[config.mk]
export PLATFORM = sky130hd
export DESIGN_NAME = mrv1_tw_barrier_unit
export DESIGN_NICKNAME = d
export VERILOG_FILES = /design/src/rtl/mrv1_tw_barrier_unit.sv
export SDC_FILE = /design/constraint.sdc
export NUM_CORES = 1
export LEC_CHECK = 0
export BUFFER_PORTS_ARGS = -buffer_cell sky130_fd_sc_hd__buf_2
export CORE_ASPECT_RATIO = 2
export CORE_UTILIZATION = 65
export CTS_CLUSTER_SIZE = 16
export DETAILED_ROUTE_END_ITERATION = 8
export PLACE_DENSITY = 0.92
export SLEW_MARGIN = 15
export SYNTH_ARGS = -nofsm -noshare
export SYNTH_HDL_FRONTEND = slang
export SYNTH_SLANG_ARGS = --single-unit
[constraint.sdc]
create_clock -name clk_i -period 7.8 [get_ports clk_i]
set_clock_uncertainty 0.05 [all_clocks]
set_input_delay 0.78 -clock clk_i [delete_from_list [all_inputs] [get_ports clk_i]]
set_output_delay 0.78 -clock clk_i [all_outputs]
set_load 0.02 [all_outputs]
[src/rtl/mrv1_tw_barrier_unit.sv]
// Multi-barrier warp synchronisation: tracks per-barrier arrival masks, parks warps, releases on fill.
// Optional watchdog forced release enabled by defining MRV1_TW_BAR_TIMEOUT_EN.
module mrv1_tw_barrier_unit #(
   parameter  int unsigned NUM_TW_P       = 8,
   parameter  int unsigned NUM_BARRIERS_P = 8,
   parameter  int unsigned ITAG_WIDTH_P   = 6,
   parameter  int unsigned TIMEOUT_P      = 1024,
   localparam int unsigned WID_W          = (NUM_TW_P > 1) ? $clog2(NUM_TW_P) : 1,
   localparam int unsigned ID_W           = (NUM_BARRIERS_P > 1) ? $clog2(NUM_BARRIERS_P) : 1
) (
   input  logic                    clk_i,
   input  logic                    rst_ni,
   input  logic                    bar_req_i,
   output logic                    bar_rdy_o,
   input  logic [ID_W-1:0]         bar_id_i,
   input  logic [WID_W-1:0]        bar_wid_i,
   input  logic [WID_W-1:0]        bar_size_m1_i,
   input  logic [ITAG_WIDTH_P-1:0] bar_itag_i,
   output logic                    done_o,
   output logic [ITAG_WIDTH_P-1:0] done_itag_o,
   output logic                    release_vld_o,
   input  logic                    release_rdy_i,
   output logic [ID_W-1:0]         release_id_o,
   output logic [NUM_TW_P-1:0]     release_wmask_o,
   output logic                    release_timeout_o,
   output logic [NUM_TW_P-1:0]     stall_wmask_o,
   output logic                    err_o
);
   localparam int unsigned CNT_W   = $clog2(NUM_TW_P + 1);
   localparam logic [0:0]  ST_IDLE = 1'b0;
   localparam logic [0:0]  ST_FILL = 1'b1;

   logic [0:0]              state_q [NUM_BARRIERS_P];
   logic [0:0]              state_d [NUM_BARRIERS_P];
   logic [NUM_TW_P-1:0]     mask_q  [NUM_BARRIERS_P];
   logic [NUM_TW_P-1:0]     mask_d  [NUM_BARRIERS_P];
   logic [CNT_W-1:0]        cnt_q   [NUM_BARRIERS_P];
   logic [CNT_W-1:0]        cnt_d   [NUM_BARRIERS_P];
   logic [WID_W-1:0]        size_q  [NUM_BARRIERS_P];
   logic [WID_W-1:0]        size_d  [NUM_BARRIERS_P];
   logic                    rel_vld_q, rel_vld_d;
   logic [ID_W-1:0]         rel_id_q, rel_id_d;
   logic [NUM_TW_P-1:0]     rel_wmask_q, rel_wmask_d;
   logic                    done_q, done_d;
   logic [ITAG_WIDTH_P-1:0] done_itag_q, done_itag_d;
   logic                    err_q, err_d;

   logic                    acc_c, id_ok_c, dup_c, mism_c, arrive_c, complete_c;
   logic [NUM_TW_P-1:0]     wbit_c;
   logic [0:0]              sel_state_c;
   logic [NUM_TW_P-1:0]     sel_mask_c;
   logic [CNT_W-1:0]        sel_cnt_c;
   logic [WID_W-1:0]        sel_size_c, size_eff_c;

`ifdef MRV1_TW_BAR_TIMEOUT_EN
   localparam int unsigned  TMR_W   = (TIMEOUT_P > 1) ? $clog2(TIMEOUT_P) : 1;
   localparam logic [TMR_W-1:0] TMR_MAX = TMR_W'(TIMEOUT_P - 1);
   logic [TMR_W-1:0]        tmr_q [NUM_BARRIERS_P];
   logic [TMR_W-1:0]        tmr_d [NUM_BARRIERS_P];
   logic                    rel_to_q, rel_to_d;
   logic                    to_found;
   assign release_timeout_o = rel_to_q;
`else
   assign release_timeout_o = 1'b0;
`endif

   assign bar_rdy_o = !(rel_vld_q && !release_rdy_i);
   assign acc_c     = bar_req_i && bar_rdy_o;
   assign id_ok_c   = 32'(bar_id_i) < NUM_BARRIERS_P;
   assign wbit_c    = NUM_TW_P'(1) << bar_wid_i;

   // Selected barrier view; out-of-range ids select nothing
   always_comb begin
      sel_state_c = ST_IDLE;
      sel_mask_c  = '0;
      sel_cnt_c   = '0;
      sel_size_c  = '0;
      for (int b = 0; b < NUM_BARRIERS_P; b++) begin
         if (ID_W'(b) == bar_id_i) begin
            sel_state_c = state_q[b];
            sel_mask_c  = mask_q[b];
            sel_cnt_c   = cnt_q[b];
            sel_size_c  = size_q[b];
         end
      end
   end

   assign dup_c      = id_ok_c && ((sel_mask_c & wbit_c) != '0);
   assign mism_c     = id_ok_c && (sel_state_c == ST_FILL) && (bar_size_m1_i != sel_size_c);
   assign size_eff_c = (sel_state_c == ST_FILL) ? sel_size_c : bar_size_m1_i;
   assign arrive_c   = acc_c && id_ok_c && !dup_c;
   assign complete_c = arrive_c && (sel_cnt_c == CNT_W'(size_eff_c));

   always_comb begin
      for (int b = 0; b < NUM_BARRIERS_P; b++) begin
         state_d[b] = state_q[b];
         mask_d[b]  = mask_q[b];
         cnt_d[b]   = cnt_q[b];
         size_d[b]  = size_q[b];
      end
      rel_vld_d   = rel_vld_q;
      rel_id_d    = rel_id_q;
      rel_wmask_d = rel_wmask_q;
      done_d      = acc_c;
      done_itag_d = acc_c ? bar_itag_i : done_itag_q;
      err_d       = acc_c && (!id_ok_c || dup_c || mism_c);

      if (rel_vld_q && release_rdy_i) begin
         rel_vld_d   = 1'b0;
         rel_id_d    = '0;
         rel_wmask_d = '0;
      end

      for (int b = 0; b < NUM_BARRIERS_P; b++) begin
         if (arrive_c && (ID_W'(b) == bar_id_i)) begin
            if (complete_c) begin
               state_d[b] = ST_IDLE;
               mask_d[b]  = '0;
               cnt_d[b]   = '0;
               size_d[b]  = '0;
            end else begin
               state_d[b] = ST_FILL;
               mask_d[b]  = mask_q[b] | wbit_c;
               cnt_d[b]   = cnt_q[b] + CNT_W'(1);
               size_d[b]  = size_eff_c;
            end
         end
      end

      if (complete_c) begin
         rel_vld_d   = 1'b1;
         rel_id_d    = bar_id_i;
         rel_wmask_d = sel_mask_c | wbit_c;
      end

`ifdef MRV1_TW_BAR_TIMEOUT_EN
      rel_to_d = ((rel_vld_q && release_rdy_i) || complete_c) ? 1'b0 : rel_to_q;
      to_found = 1'b0;
      for (int b = 0; b < NUM_BARRIERS_P; b++) begin
         tmr_d[b] = tmr_q[b];
         if ((state_q[b] == ST_FILL) && (tmr_q[b] != TMR_MAX)) tmr_d[b] = tmr_q[b] + TMR_W'(1);
         if (arrive_c && (ID_W'(b) == bar_id_i)) tmr_d[b] = '0;
      end
      // Lowest expired barrier takes a free release slot unless a normal completion claims it
      if (!complete_c && (!rel_vld_q || release_rdy_i)) begin
         for (int b = 0; b < NUM_BARRIERS_P; b++) begin
            if (!to_found && (state_q[b] == ST_FILL) && (tmr_q[b] == TMR_MAX) &&
                !(arrive_c && (ID_W'(b) == bar_id_i))) begin
               to_found    = 1'b1;
               state_d[b]  = ST_IDLE;
               mask_d[b]   = '0;
               cnt_d[b]    = '0;
               size_d[b]   = '0;
               tmr_d[b]    = '0;
               rel_vld_d   = 1'b1;
               rel_id_d    = ID_W'(b);
               rel_wmask_d = mask_q[b];
               rel_to_d    = 1'b1;
               err_d       = 1'b1;
            end
         end
      end
`endif
   end

   always_ff @(posedge clk_i) begin
      if (!rst_ni) begin
         for (int b = 0; b < NUM_BARRIERS_P; b++) begin
            state_q[b] <= ST_IDLE;
            mask_q[b]  <= '0;
            cnt_q[b]   <= '0;
            size_q[b]  <= '0;
         end
         rel_vld_q   <= 1'b0;
         rel_id_q    <= '0;
         rel_wmask_q <= '0;
         done_q      <= 1'b0;
         done_itag_q <= '0;
         err_q       <= 1'b0;
      end else begin
         for (int b = 0; b < NUM_BARRIERS_P; b++) begin
            state_q[b] <= state_d[b];
            mask_q[b]  <= mask_d[b];
            cnt_q[b]   <= cnt_d[b];
            size_q[b]  <= size_d[b];
         end
         rel_vld_q   <= rel_vld_d;
         rel_id_q    <= rel_id_d;
         rel_wmask_q <= rel_wmask_d;
         done_q      <= done_d;
         done_itag_q <= done_itag_d;
         err_q       <= err_d;
      end
   end

`ifdef MRV1_TW_BAR_TIMEOUT_EN
   always_ff @(posedge clk_i) begin
      if (!rst_ni) begin
         for (int b = 0; b < NUM_BARRIERS_P; b++) tmr_q[b] <= '0;
         rel_to_q <= 1'b0;
      end else begin
         for (int b = 0; b < NUM_BARRIERS_P; b++) tmr_q[b] <= tmr_d[b];
         rel_to_q <= rel_to_d;
      end
   end
`endif

   // Parked warps: every live barrier mask plus the pending release
   always_comb begin
      stall_wmask_o = rel_vld_q ? rel_wmask_q : '0;
      for (int b = 0; b < NUM_BARRIERS_P; b++) stall_wmask_o = stall_wmask_o | mask_q[b];
   end

   assign done_o          = done_q;
   assign done_itag_o     = done_itag_q;
   assign release_vld_o   = rel_vld_q;
   assign release_id_o    = rel_id_q;
   assign release_wmask_o = rel_wmask_q;
   assign err_o           = err_q;
endmodule

==> flow_metrics.env, run 1 <==
export IMPL_clkTransAtPathRegs_ns=0.06
export IMPL_start_kind="input port"
export IMPL_period_share=0.687
export IMPL_synth_edf_count=1
export IMPL_die_y_um=148
export IMPL_final_max_slew_viol_count=0
export IMPL_wl_per_cell_um=22.5
export IMPL_first_global_vias=6781
export IMPL_pin_count=49
export IMPL_place_gp_congestion=1.03
export IMPL_synth_largest_area_cell="dfxtp_1"
export IMPL_cp_max_fo=44
export IMPL_synthTopCellsByArea="dfxtp_1, a21oi_1, mux2i_1"
export IMPL_muxShareOfSynthArea=0.109
export IMPL_critical_path_buf_inv_count=2
export IMPL_overflow=0
export IMPL_clock_sinks=148
export IMPL_synth_fa_ha_area_frac=0.0144
export IMPL_yosysTopAreaCellShare=0.424
export IMPL_cts_max_path_buffers=2
export IMPL_cts_root_buffer="clkbuf_16"
export IMPL_hold_path_class="flop to flop"
export IMPL_cts_resized=0
export IMPL_setup_viol=0
export IMPL_rsz0062_at_grt="false"
export IMPL_dp_hpwl_mm=14.1
export IMPL_tritoncts="built"
export IMPL_rrSetupSlack_ns=3.51
export IMPL_cpPeakStageDelay_ns=1.22
export IMPL_areaGrowthSynthToFinish_pct=12.8
export IMPL_dr_pass1_iters=9
export IMPL_hold_viol_final=0
export IMPL_hold_buffers=0
export IMPL_fin_tns_setup_ns=0
export IMPL_timing_hold_ws_ns=0.411
export IMPL_die_x_um=75.1
export IMPL_ys_async_sr_fraction=0
export IMPL_drc=0
export IMPL_synth_ff_type="dfxtp_1"
export IMPL_cp_cell_sequence="buf_2, buf_4, mux2i_1, a22oi_1, nand4_1, o2111ai_2, nor3_4, nand4_2, o21ai_0, nor2_1"
export IMPL_synth_simple_gate_area_share=0.232
export IMPL_cp_end_kind="flop"
export IMPL_outcome="completed"
export IMPL_track_usage=0.427
export IMPL_antenna_found_initial=0
export IMPL_wirelength_mm=21.9
export IMPL_fmax_mhz=187
export IMPL_insertion_delay_ns=0.44
export IMPL_diodes=0
export IMPL_synth_xor_area_frac=0.0189
export IMPL_relSlewSlack=0.160
export IMPL_final_layout_size_suffix_gt1_frac=0.149
export IMPL_place_area_mm2=0.00722
export IMPL_fin_nets=848
export IMPL_post_cts_buffers=0
export IMPL_initial_core_util=0.663
export IMPL_drt_iter0_drc=1034
export IMPL_synthCells=795
export IMPL_synth_top_family_by_area="simple AND/OR/NAND/NOR gates"
export IMPL_path_delay_family="compound AO/OA/AOI/OAI gates"
export IMPL_tightestPinTransition_ns=1.26
export IMPL_ys_warn_count=0
export IMPL_io_buffers=47
export IMPL_via_per_inst=6.88
export IMPL_syn_num_nets=822
export IMPL_coreArea_mm2=0.0105
export IMPL_grt_start_max_net_pins=47
export IMPL_post_route_min_period_ns=5.36
export IMPL_finalInstanceArea_mm2=0.00783
export IMPL_power_leakage_nw=3.02
export IMPL_synth_cell_area_mm2=0.00694
export IMPL_layout_commonest_cell="dfxtp_1"
export IMPL_ys_types=63
export IMPL_cts_htree_levels=4
export IMPL_critPathRequiredTime_ns=8.02
export IMPL_die_area_mm2=0.0111
export IMPL_final_cell_mix="dfxtp_1, a21oi_1, nand2_1"
export IMPL_seq_area_frac_synth=0.428
export IMPL_crit_slowest_cell="o21ai_0"
export IMPL_antenna_left=0
export IMPL_worst_ep_arrival_time_ns=5.58
export IMPL_maxCapViolCount=0
export IMPL_synth_avg_cell_area_um2=8.73
export IMPL_grt_first_pass_wirelength_mm=34.6
export IMPL_numCtsBuffers=17
export IMPL_power_density_mw_per_mm2=231
export IMPL_row_count=53
export IMPL_num_vias=6678
export IMPL_synth_ff_latch_count=148
export IMPL_critical_path_class="input port to flop"
export IMPL_synth_compound_area_frac=0.151
export IMPL_vdd_ir_drop_max_mv=0.198
## power by group
part           switching [mW]  total [mW]  internal, mW  leakage, nW
clock network           0.327       0.862         0.536        0.291
registers              0.0101       0.779         0.769         1.20
logic                   0.115       0.164        0.0495         1.53
total                   0.452        1.81          1.35         3.02
## flip-flops by register name (all words and copies together), names as in the netlist, 3 cells and up
signal           flops
cnt_q               32
mask_q              64
release_wmask_o      8
size_q              24
state_q              8
done_itag_o          6
release_id_o         3
## through the flow
step / total power, mW / setup slack (ns) / utilization / instances
after floorplan: 0.905 / 4.42 / - / 795
after global placement: 0.945 / 2.45 / 0.689 / 939
after detailed placement: 0.949 / 2.29 / 0.689 / 939
after CTS: 1.80 / 2.63 / 0.748 / 971
after global routing: 1.84 / 2.18 / 0.748 / 971
final: 1.81 / 2.44 / 0.748 / 971
## logic make-up (layout without fill, tap and decap cells)
| logic type | after synthesis | after routing |
|---|---|---|
| AND/OR/NAND/NOR | 319 | 319 |
| AO/OA/AOI/OAI | 180 | 180 |
| flip-flops | 148 | 148 |
| buffers and inverters | 63 | 102 |
| multiplexers | 61 | 61 |
| XOR/XNOR | 15 | 15 |
| adder cells (fa/ha/maj) | 8 | 8 |
| other | 1 | 1 |
## synthesized netlist by cell type, drive strengths merged (6+ instances only)
cell    instances
nor2b          21
nor4           22
a31oi           7
dfxtp         147
buf            30
mux2i          45
nand3b          7
nand4           9
o31ai           6
nor3            7
nand2b         10
xor2           11
a21oi          99
nor2           76
ha              8
nand2          82
nand3          54
clkbuf         27
o21ai          31
and2            7
mux4           11
a22oi          12
## worst reg2reg max path, delay by kind of cell (launching register included)
family	cells	cell delay (ns)
compound gates	1	1.23
flops	1	0.47
simple gates	6	2.38
## path summary, 6_finish.rpt
check | endpoint | startpoint | cells after the start
setup / recovery | mask_q[1][12] | bar_id_i[1] | 10
hold / removal | done_itag_o[0] | done_itag_o[0] | 2
setup reg to reg | mask_q[1][12] | release_vld_o | 7
hold reg to reg | done_itag_o[0] | done_itag_o[0] | 2
## routing by layer
| layer | wire, um | part of all wire | up-vias | track usage |
|---|---|---|---|---|
| li1 | - | - | 2895 | - |
| met4 | 1970 | 0.090 | 0 | 0.348 |
| met5 | 0 | 0 | - | 0.0404 |
| met3 | 2230 | 0.10 | 185 | 0.151 |
| met1 | 6900 | 0.32 | 3066 | 0.450 |
| met2 | 10800 | 0.49 | 532 | 0.659 |
## area by class of cell
class	count	area, um^2
Clock buffer	20	437
Clock inverter	12	179
Fill cell	720	2640
Inverter	6	22.5
Multi-Input combinational cell	584	3690
Sequential cell	148	2970
Tap cell	137	171
Timing Repair Buffer	64	363
Power figures use the tool's default switching activity.
==> run 2, diff against run 1 <==
--- a/config.mk
+++ b/config.mk
@@ -5,12 +5,13 @@
 export SDC_FILE = /design/constraint.sdc
 export NUM_CORES = 1
 export LEC_CHECK = 0
+export ABC_AREA = 1
 export BUFFER_PORTS_ARGS = -buffer_cell sky130_fd_sc_hd__buf_2
 export CORE_ASPECT_RATIO = 2
-export CORE_UTILIZATION = 65
+export CORE_UTILIZATION = 54
 export CTS_CLUSTER_SIZE = 16
 export DETAILED_ROUTE_END_ITERATION = 8
-export PLACE_DENSITY = 0.92
+export PLACE_DENSITY = 0.82
 export SLEW_MARGIN = 15
 export SYNTH_ARGS = -nofsm -noshare
 export SYNTH_HDL_FRONTEND = slang
==> constraint.sdc (replaced) <==
create_clock -name clk_i -period 4.88 [get_ports clk_i]
set_clock_uncertainty 0.05 [all_clocks]
set_input_delay 0.488 -clock clk_i [delete_from_list [all_inputs] [get_ports clk_i]]
set_output_delay 0.488 -clock clk_i [all_outputs]
set_load 0.02 [all_outputs]
==> run 2 against run 1 <==
  * The run now ends with design-rule violations left
  * Worst setup slack worse by 1.3 ns
  * Utilization down 12 points
  * Sequential power up 60%
  * Combinational power up 49%
  * Worst hold slack worse by 0.14 ns
  * Clock power up 54%
  * Area after synthesis down 1.0%
  * Cell area up 0.18%
  * Largest power group unchanged
==> flow_metrics.env, run 2 <==
export IMPL_outcome="finished, violations left"
export IMPL_violations="design-rule violations"
export IMPL_start_kind="input port"
export IMPL_synth_avg_cell_area_um2=7.04
export IMPL_cp_end_kind="flop"
export IMPL_areaGrowthSynthToFinish_pct=14.2
export IMPL_muxShareOfSynthArea=0
export IMPL_final_cell_mix="nand2_1, nor2_1, dfxtp_1"
export IMPL_hold_path_class="input port to flop"
export IMPL_place_gp_congestion=1.03
export IMPL_via_per_inst=5.95
export IMPL_crit_reg2reg_launch="cnt_q[0][3]"
export IMPL_internal_power_mw=2.07
export IMPL_clock_sinks=148
export IMPL_synth_compound_area_frac=0.131
export IMPL_p_clk_frac=0.471
export IMPL_post_route_min_period_ns=3.77
export IMPL_die_x_um=81.8
export IMPL_dr_pass1_iters=7
export IMPL_synth_top_family_by_area="simple AND/OR/NAND/NOR gates"
export IMPL_hold_buffers=0
export IMPL_insertion_delay_ns=0.42
export IMPL_cts_root_buffer="clkbuf_16"
export IMPL_critical_path_class="input port to flop"
export IMPL_grt_first_pass_wirelength_mm=33.9
export IMPL_period_share=0.772
export IMPL_overflow=0
export IMPL_critPathLaunch="bar_id_i[0]"
export IMPL_seqPwrFrac=0.442
export IMPL_cp_max_fo=27
export IMPL_vdd_ir_drop_max_mv=0.358
export IMPL_rsz0062_at_grt="false"
export IMPL_fin_nets=1047
export IMPL_power_density_mw_per_mm2=359
export IMPL_p_sw_frac=0.267
export IMPL_synth_most_common_cell="nand2_1"
export IMPL_seq_area_frac_synth=0.433
export IMPL_layout_commonest_cell="nand2_1"
export IMPL_die_area_mm2=0.0132
export IMPL_synthCells=976
export IMPL_first_global_vias=6766
export IMPL_tritoncts="built"
export IMPL_post_cts_buffers=0
export IMPL_r2r_end="mask_q[0][20]"
export IMPL_final_max_slew_viol_count=0
export IMPL_synth_simple_gate_area_share=0.346
export IMPL_row_count=58
export IMPL_critPathRequiredTime_ns=5.15
export IMPL_antenna_left=0
export IMPL_ys_types=37
export IMPL_clkTransAtPathRegs_ns=0.07
export IMPL_syn_num_nets=1003
export IMPL_ys_warn_count=0
export IMPL_fmax_mhz=265
export IMPL_wl_per_cell_um=18.1
export IMPL_track_usage=0.345
export IMPL_drt_iter0_drc=640
export IMPL_reg2reg_depth=12
export IMPL_final_layout_size_suffix_gt1_frac=0.135
export IMPL_power_leakage_nw=3.17
export IMPL_synth_ff_latch_count=148
export IMPL_initial_core_util=0.551
export IMPL_endpoint="mask_q[0][20]"
export IMPL_cts_max_path_buffers=2
export IMPL_largest_register_ffs=64
export IMPL_synth_commonest_cells="nand2_1, nor2_1, dfxtp_1"
export IMPL_fin_tns_setup_ns=0
export IMPL_tightestPinTransition_ns=1.03
export IMPL_wirelength_mm=21.4
export IMPL_synth_edf_count=1
export IMPL_regMostFlops="mask_q"
export IMPL_rrSetupSlack_ns=1.64
export IMPL_coreArea_mm2=0.0125
export IMPL_cts_resized=0
export IMPL_drc=2
export IMPL_synthTopCellsByArea="dfxtp_1, nand2_1, nor2_1"
export IMPL_cts_htree_levels=4
export IMPL_num_vias=7040
export IMPL_numCtsBuffers=17
export IMPL_grt_start_max_net_pins=38
export IMPL_io_buffers=47
export IMPL_yosysTopAreaCellShare=0.428
export IMPL_synth_xor_area_frac=0.00637
export IMPL_diodes=0
export IMPL_relSlewSlack=0.315
export IMPL_ys_async_sr_fraction=0
export IMPL_synth_fa_ha_area_frac=0.0146
export IMPL_p_switching_mw=0.754
export IMPL_synth_cell_area_mm2=0.00687
export IMPL_antenna_found_initial=0
export IMPL_top_regs="mask_q: 64 flops, cnt_q: 32 flops, size_q: 24 flops"
export IMPL_maxCapViolCount=0
export IMPL_power_mw=2.82
export IMPL_combPwrFrac=0.087
export IMPL_dp_hpwl_mm=14.9
export IMPL_hold_viol_final=0
export IMPL_die_y_um=162
export IMPL_synth_ff_type="dfxtp_1"
export IMPL_worst_ep_arrival_time_ns=4.04
export IMPL_setup_viol=0
export IMPL_pin_count=49
export IMPL_synth_largest_area_cell="dfxtp_1"
==> run 2: changes by cell type after synthesis, sizes merged, moves of 12 or more <==
| cell | before | now |
|---|---|---|
| nand3 | 54 | 75 |
| a21oi | 99 | 113 |
| nand4 | 9 | 47 |
| nand2 | 82 | 201 |
| inv | 5 | 62 |
| mux2i | 45 | 0 |
| a22oi | 12 | 0 |
| nor2b | 21 | 0 |
| nor2 | 76 | 166 |
| clkbuf | 27 | 12 |
| o21ai | 31 | 48 |
==> run 2: worst min path at each step <==
stage / startpoint / endpoint / depth (start not counted)
2_1_floorplan: size_q[0][0] / size_q[0][0] / 2
3_3_place_gp: size_q[0][3] / size_q[0][3] / 2
3_5_place_dp: size_q[0][3] / size_q[0][3] / 2
4_1_cts: bar_itag_i[1] / done_itag_o[1] / 3
5_1_grt: bar_itag_i[2] / done_itag_o[2] / 3
6_report: bar_itag_i[1] / done_itag_o[1] / 3
==> run 2: per-stage QoR <==
step                       util  setup WS [ns]  cells  hold WS (ns)  instance area (um^2)
final                     0.629           1.11   1183         0.270                  7850
after global routing      0.629          0.874   1183         0.280                  7850
after CTS                 0.629           1.22   1183         0.270                  7850
after detailed placement  0.581          0.804   1151         0.405                  7250
after global placement    0.581          0.928   1151         0.392                  7250
after floorplan               -           2.31    976         0.379                  6870
==> run 2: cells by family (layout without fill, tap and decap cells) <==
group,count (synthesis),after routing
and+or+nand+nor,533,533
AOI/OAI and AO/OA,170,170
xor gates and xnor gates,5,5
DFF,148,148
buffers and inverters,111,168
other,1,1
adders and majority gates,8,8
==> run 2: critical path, stage by stage <==
cell and delay [ns]:
buf_2 0.34, inv_2 0.22, nand3_1 0.27, nor2_1 0.07, nor3_1 0.76, nand4_1 0.21
o21ai_0 0.19, nand2_1 0.08, nor2_1 0.22, nand3_4 0.27, buf_4 0.35, o21ai_1 0.25
buf_4 0.21, nor2_1 0.07
==> run 2: layout make-up <==
class	count	area (um^2)
inverters	63	236
well taps	150	188
flip-flops and latches	148	2970
clock inverters	14	165
fillers	1106	4630
multi-input cells	717	3430
repair buffers	73	430
clock buffers	18	429
==> run 2: power groups by stage <==
| stage | Sequential, mW | Clock [mW] | Combinational, mW |
|---|---|---|---|
| floorplan | 1.28 | 0 | 0.157 |
| global placement | 1.27 | 0 | 0.236 |
| detailed placement | 1.27 | 0 | 0.239 |
| CTS | 1.25 | 1.33 | 0.240 |
| global route | 1.25 | 1.38 | 0.265 |
| finish | 1.25 | 1.33 | 0.245 |
==> run 2: routing by layer <==
layer / vias to the layer above / GRT usage / share of wire
li1: 3357 / - / -
met2: 384 / 0.572 / 0.50
met1: 3181 / 0.361 / 0.34
met3: 118 / 0.0751 / 0.076
met4: 0 / 0.278 / 0.086
met5: - / 0 / 0
